`src/rtl/dac_spi_tx.sv`:
```
// dac_spi_tx: serialises one 12-bit sample per valid/ready handshake into a
// 16-bit MCP4921-style SPI frame {CTRL, sample}, MSB first, SPI mode 0.
// Frame sequence: IDLE -> SHIFT (16 bits) -> TAIL -> GAP [-> LATCH] -> IDLE.
// Optional feature macro: DAC_SPI_LDAC_PULSE_EN
//   defined   : LATCH state present; ldac_n pulses low for CLK_DIV cycles
//               right after GAP, so the DAC output updates on that pulse.
//   undefined : no LATCH state; ldac_n tied low, so the DAC output updates
//               on the cs_n rise.
module dac_spi_tx #(
  parameter int unsigned CLK_DIV = 2,
  parameter logic [3:0]  CTRL    = 4'b0011
) (
  input  logic        clk,
  input  logic        rst,
  input  logic [11:0] sample_in,
  input  logic        sample_valid,
  output logic        sample_ready,
  output logic        sclk,
  output logic        cs_n,
  output logic        mosi,
  output logic        ldac_n,
  output logic        frame_done
);

  // Reload value of the half-period down-counter (counts CLK_DIV-1 .. 0).
  localparam logic [7:0] HALF_LAST = 8'(CLK_DIV - 1);
  // With CLK_DIV=1 the final state is a single cycle, so frame_done must be
  // raised on the transition into it rather than from inside it.
  localparam logic FD_ON_ENTRY = (CLK_DIV == 1);

  typedef enum logic [2:0] {
    IDLE  = 3'd0,
    SHIFT = 3'd1,
    TAIL  = 3'd2,
    GAP   = 3'd3
`ifdef DAC_SPI_LDAC_PULSE_EN
    ,
    LATCH = 3'd4
`endif
  } state_t;

  state_t      state;
  logic [7:0]  hcnt;   // clk cycles left in the current half period / phase
  logic [3:0]  bcnt;   // index of the bit currently on mosi
  logic [14:0] shreg;  // bits still to be sent after the one on mosi

  logic accept;
  logic shift_en;

  assign sample_ready = (state == IDLE);
  assign accept       = sample_valid && sample_ready && !rst;
  // The register advances on every sclk high-to-low transition that is not
  // the end of the last bit.
  assign shift_en     = (state == SHIFT) && (hcnt == 8'd0) && sclk && (bcnt != 4'd0);

  // Frame datapath: load the low 15 frame bits on accept, shift on sclk fall.
  always_ff @(posedge clk) begin
    if (accept) begin
      shreg <= {CTRL[2:0], sample_in};
    end else if (shift_en) begin
      shreg <= {shreg[13:0], 1'b0};
    end
  end

`ifndef DAC_SPI_LDAC_PULSE_EN
  // Without the latch pulse the DAC transfers on the cs_n rise.
  assign ldac_n = 1'b0;
`endif

  // Frame sequencer with registered SPI outputs.
  always_ff @(posedge clk) begin
    if (rst) begin
      state      <= IDLE;
      hcnt       <= 8'd0;
      bcnt       <= 4'd0;
      sclk       <= 1'b0;
      cs_n       <= 1'b1;
      mosi       <= 1'b0;
      frame_done <= 1'b0;
`ifdef DAC_SPI_LDAC_PULSE_EN
      ldac_n     <= 1'b1;
`endif
    end else begin
      frame_done <= 1'b0;
      case (state)
        IDLE: begin
          if (sample_valid && sample_ready) begin
            state <= SHIFT;
            cs_n  <= 1'b0;
            sclk  <= 1'b0;
            mosi  <= CTRL[3];
            hcnt  <= HALF_LAST;
            bcnt  <= 4'd15;
          end
        end

        SHIFT: begin
          if (hcnt != 8'd0) begin
            hcnt <= hcnt - 8'd1;
          end else begin
            hcnt <= HALF_LAST;
            if (!sclk) begin
              sclk <= 1'b1;
            end else begin
              sclk <= 1'b0;
              if (bcnt == 4'd0) begin
                // Last bit's high phase done; mosi holds until cs_n rises.
                state <= TAIL;
              end else begin
                bcnt <= bcnt - 4'd1;
                mosi <= shreg[14];
              end
            end
          end
        end

        TAIL: begin
          if (hcnt != 8'd0) begin
            hcnt <= hcnt - 8'd1;
          end else begin
            state <= GAP;
            cs_n  <= 1'b1;
            mosi  <= 1'b0;
            hcnt  <= HALF_LAST;
`ifndef DAC_SPI_LDAC_PULSE_EN
            frame_done <= FD_ON_ENTRY;
`endif
          end
        end

`ifdef DAC_SPI_LDAC_PULSE_EN
        GAP: begin
          if (hcnt != 8'd0) begin
            hcnt <= hcnt - 8'd1;
          end else begin
            state      <= LATCH;
            ldac_n     <= 1'b0;
            hcnt       <= HALF_LAST;
            frame_done <= FD_ON_ENTRY;
          end
        end

        LATCH: begin
          if (hcnt != 8'd0) begin
            hcnt       <= hcnt - 8'd1;
            frame_done <= (hcnt == 8'd1);
          end else begin
            state  <= IDLE;
            ldac_n <= 1'b1;
          end
        end
`else
        GAP: begin
          if (hcnt != 8'd0) begin
            hcnt       <= hcnt - 8'd1;
            frame_done <= (hcnt == 8'd1);
          end else begin
            state <= IDLE;
          end
        end
`endif

        default: begin
          state <= IDLE;
          cs_n  <= 1'b1;
          sclk  <= 1'b0;
          mosi  <= 1'b0;
        end
      endcase
    end
  end

endmodule

```
`config.mk`:
```
export PLATFORM = sky130hd
export DESIGN_NAME = dac_spi_tx
export DESIGN_NICKNAME = d
export VERILOG_FILES = /design/src/rtl/dac_spi_tx.sv
export SDC_FILE = /design/constraint.sdc
export NUM_CORES = 1
export LEC_CHECK = 0
export CAP_MARGIN = 5
export CORE_MARGIN = 10
export CORE_UTILIZATION = 50
export CTS_BUF_LIST = sky130_fd_sc_hd__clkbuf_16
export CTS_CLUSTER_DIAMETER = 100
export DETAILED_ROUTE_END_ITERATION = 6
export PLACE_DENSITY = 0.71
export SLEW_MARGIN = 15
export SYNTH_ARGS = -nofsm -noshare
export SYNTH_HDL_FRONTEND = slang
export SYNTH_SLANG_ARGS = --single-unit
```
`constraint.sdc`:
```
create_clock -name clk -period 3.52 [get_ports clk]
set_input_delay 1.056 -clock clk [delete_from_list [all_inputs] [get_ports clk]]
set_output_delay 1.056 -clock clk [all_outputs]
set_load 0.01 [all_outputs]
```
==> flow_summary.ini <==
[outcome]
status = complete, no violations

[sta]
fin_ws_ns = 0.8113
rsz0062_at_grt = false
fin_tns_setup_ns = 0
final_max_slew_viol_count = 0
finalHoldViolations = 0
min_period_ns = 2.709
tightest_slew_ns = 0.6139
slew_headroom_pct = 58.99
setup_viol = 0
clock_skew_ns = 0.002608
fin_crit_sh_pct = 76.95
fmax_mhz = 369.2

[job]
maxCapViolations = 0

[layout]
antenna_cells = 0
final_cell_mix = dfxtp_1 (21), clkdlybuf4s50_1 (19), a21oi_1 (13), inv_1 (12), edfxtp_1 (12)
n_fill_cell = 263
finalNetCount = 213
area_growth_pct = 21.01
drive_gt1_share_pct = 19.37
final_common_cell = dfxtp_1

[detailed_routing]
wl_per_cell_um = 15.95
first_pass_iters = 4
first_iter_violations = 68
totalWireLength_mm = 3.779
num_vias = 1392
remaining_drc_errors = 0
antenna_left = 0
via_per_inst = 5.873

[worst_setup_path]
max_stage_delay_ns = 0.60
path_max_fanout = 8
critPathKind = register to primary output
r2r_slack_ns = 1.29
crit_arrival_ns = 1.65
worstSetupEndpointType = primary output
worstPathRequired_ns = 2.46
path_cells = inv_1 > ha_1 > clkdlybuf4s50_1
cp_slowest_cell = clkdlybuf4s50_1
startpoint_type = register

[placement]
portBuffers = 19
pre_cts_ws_ns = 0.5785
gp_congestion = 0.8548
dp_hpwl_mm = 2.738

[die]
fp-row-count = 21
coreArea_mm2 = 0.003390
initial_utilization_pct = 52.71
die_w_um = 79.78
io_pins = 21
die_area_mm2 = 0.006365
die_h_um = 79.78

[cts]
post-cts-setup-buffers = 0
clockBufferDepth = 2
clk_pin_slew_ns = 0.05
clock_latency_ns = 0.28
ctsResizeCount = 0
cts_sinks = 33
numCtsBuffers = 5
cts-root-buf = clkbuf_16
htreeDepth = 2
cts_tree = built
holdBufCountCts = 0

[global_routing]
track_usage_pct = 12.45
overflow = 0
antenna_found_initial = 0
grt_max_degree = 15
grt_pass1_wl_mm = 6.334
grt_pass1_vias = 1403

[pwr]
power_leakage_uw = 0.0008078
vdd_drop_max_v = 0.0004152
p_per_area_mw_per_mm2 = 812.7

[synth]
syn_area_per_cell_um2 = 10.64
synth_edf_count = 12
synth-seq-area-share_pct = 43.70
synth-main-ff-cell = dfxtp_1
ys_async_sr_fraction_pct = 0
synth_area_leaders = dfxtp_1 (24%), edfxtp_1 (20%), mux2_2 (6.9%)
synth_cell_types = 54
yosys.area.top_type = dfxtp_1
synth-seq-cells = 33
synth_area_mm2 = 0.001787
yosysWarnings = 0
synth_nets = 191
synth_top_area_share_pct = 23.53
syn_inst = 168

[worst_hold_path]
hp-class = register to register
[metal layers]
metal / routed length, µm / track usage, % / up-vias
met2: 1993 / 22.01 / 35
met3: 170 / 4.167 / 4
met5: 0 / 0 / -
li1: - / - / 687
met4: 26 / 4.401 / 0
met1: 1589 / 13.52 / 666
[final cells by class]
type | instances | area (µm²) | area share [%]
clock inverters | 3 | 17.52 | 0.8102
flip-flops and latches | 33 | 780.7 | 36.11
well taps | 46 | 57.56 | 2.662
multi-input cells | 116 | 923.4 | 42.71
repair buffers | 22 | 212.7 | 9.838
inverters | 12 | 45.04 | 2.083
clock buffers | 5 | 125.1 | 5.787
[metrics by stage]
step           util (%)  instance area, µm²  instances  hold slack, ns  total power [µW]
2_1_floorplan         -                1787        168          0.4375              1149
3_3_place_gp      59.58                2019        229          0.4532              1300
3_5_place_dp      59.58                2019        229          0.4672              1336
4_1_cts           63.79                2162        237          0.4808              1762
5_1_grt           63.79                2162        237          0.5083              1872
6_report          63.79                2162        237          0.4823              1757
[power by group]
| part | switching, µW | total (µW) | internal [µW] |
|---|---|---|---|
| registers | 85.3 | 581 | 495 |
| logic | 419 | 759 | 341 |
| clock network | 158 | 417 | 259 |
| total | 662 | 1760 | 1090 |
[registers in the layout, indices dropped and copies added (netlist names)]
signal,count
hcnt,8
shreg,15
cs_n,1
bcnt,4
mosi,1
frame_done,1
state,2
sclk,1
[synthesized netlist by cell type, drive strengths merged (2+ instances only)]
master  number
or3          3
a311oi       2
nor2         8
nand3        3
and2         3
buf          2
a31o         2
nor3b        2
ha           8
or4          4
or2          4
o21ai        2
mux2i        3
a21oi       13
and3         2
a31oi        2
nand2        6
a211oi       6
o31ai        4
clkbuf       5
nor4         6
inv         12
dfxtp       21
o41ai        4
mux2        11
edfxtp      12
[worst max-delay path: cells and delay by family, from the launching register on]
kind                       cells  cell delay, ns
adders and majority gates      1            0.34
DFF                            1            0.33
buffers and inverters          2            0.70
[cell families (layout without fill, tap and decap cells)]
| group | after synthesis | in the layout | share of synthesized area (%) |
|---|---|---|---|
| DFF | 33 | 33 | 43.70 |
| muxes | 14 | 14 | 8.614 |
| and+or+nand+nor | 51 | 51 | 19.68 |
| buffers and inverters | 19 | 42 | 4.622 |
| other | 1 | 1 | 0.2099 |
| adders and majority gates | 8 | 8 | 5.602 |
| AOI/OAI and AO/OA | 42 | 42 | 17.58 |
[final timing paths]
path / cells past startpoint / from / end
worst max-delay path: 3 / state[0] / sample_ready
worst min-delay path: 2 / shreg[11] / shreg[12]
worst max register to register: 5 / hcnt[2] / shreg[4]
worst min register to register: 2 / shreg[11] / shreg[12]
Note: power is estimated with default switching activity, not from simulation.
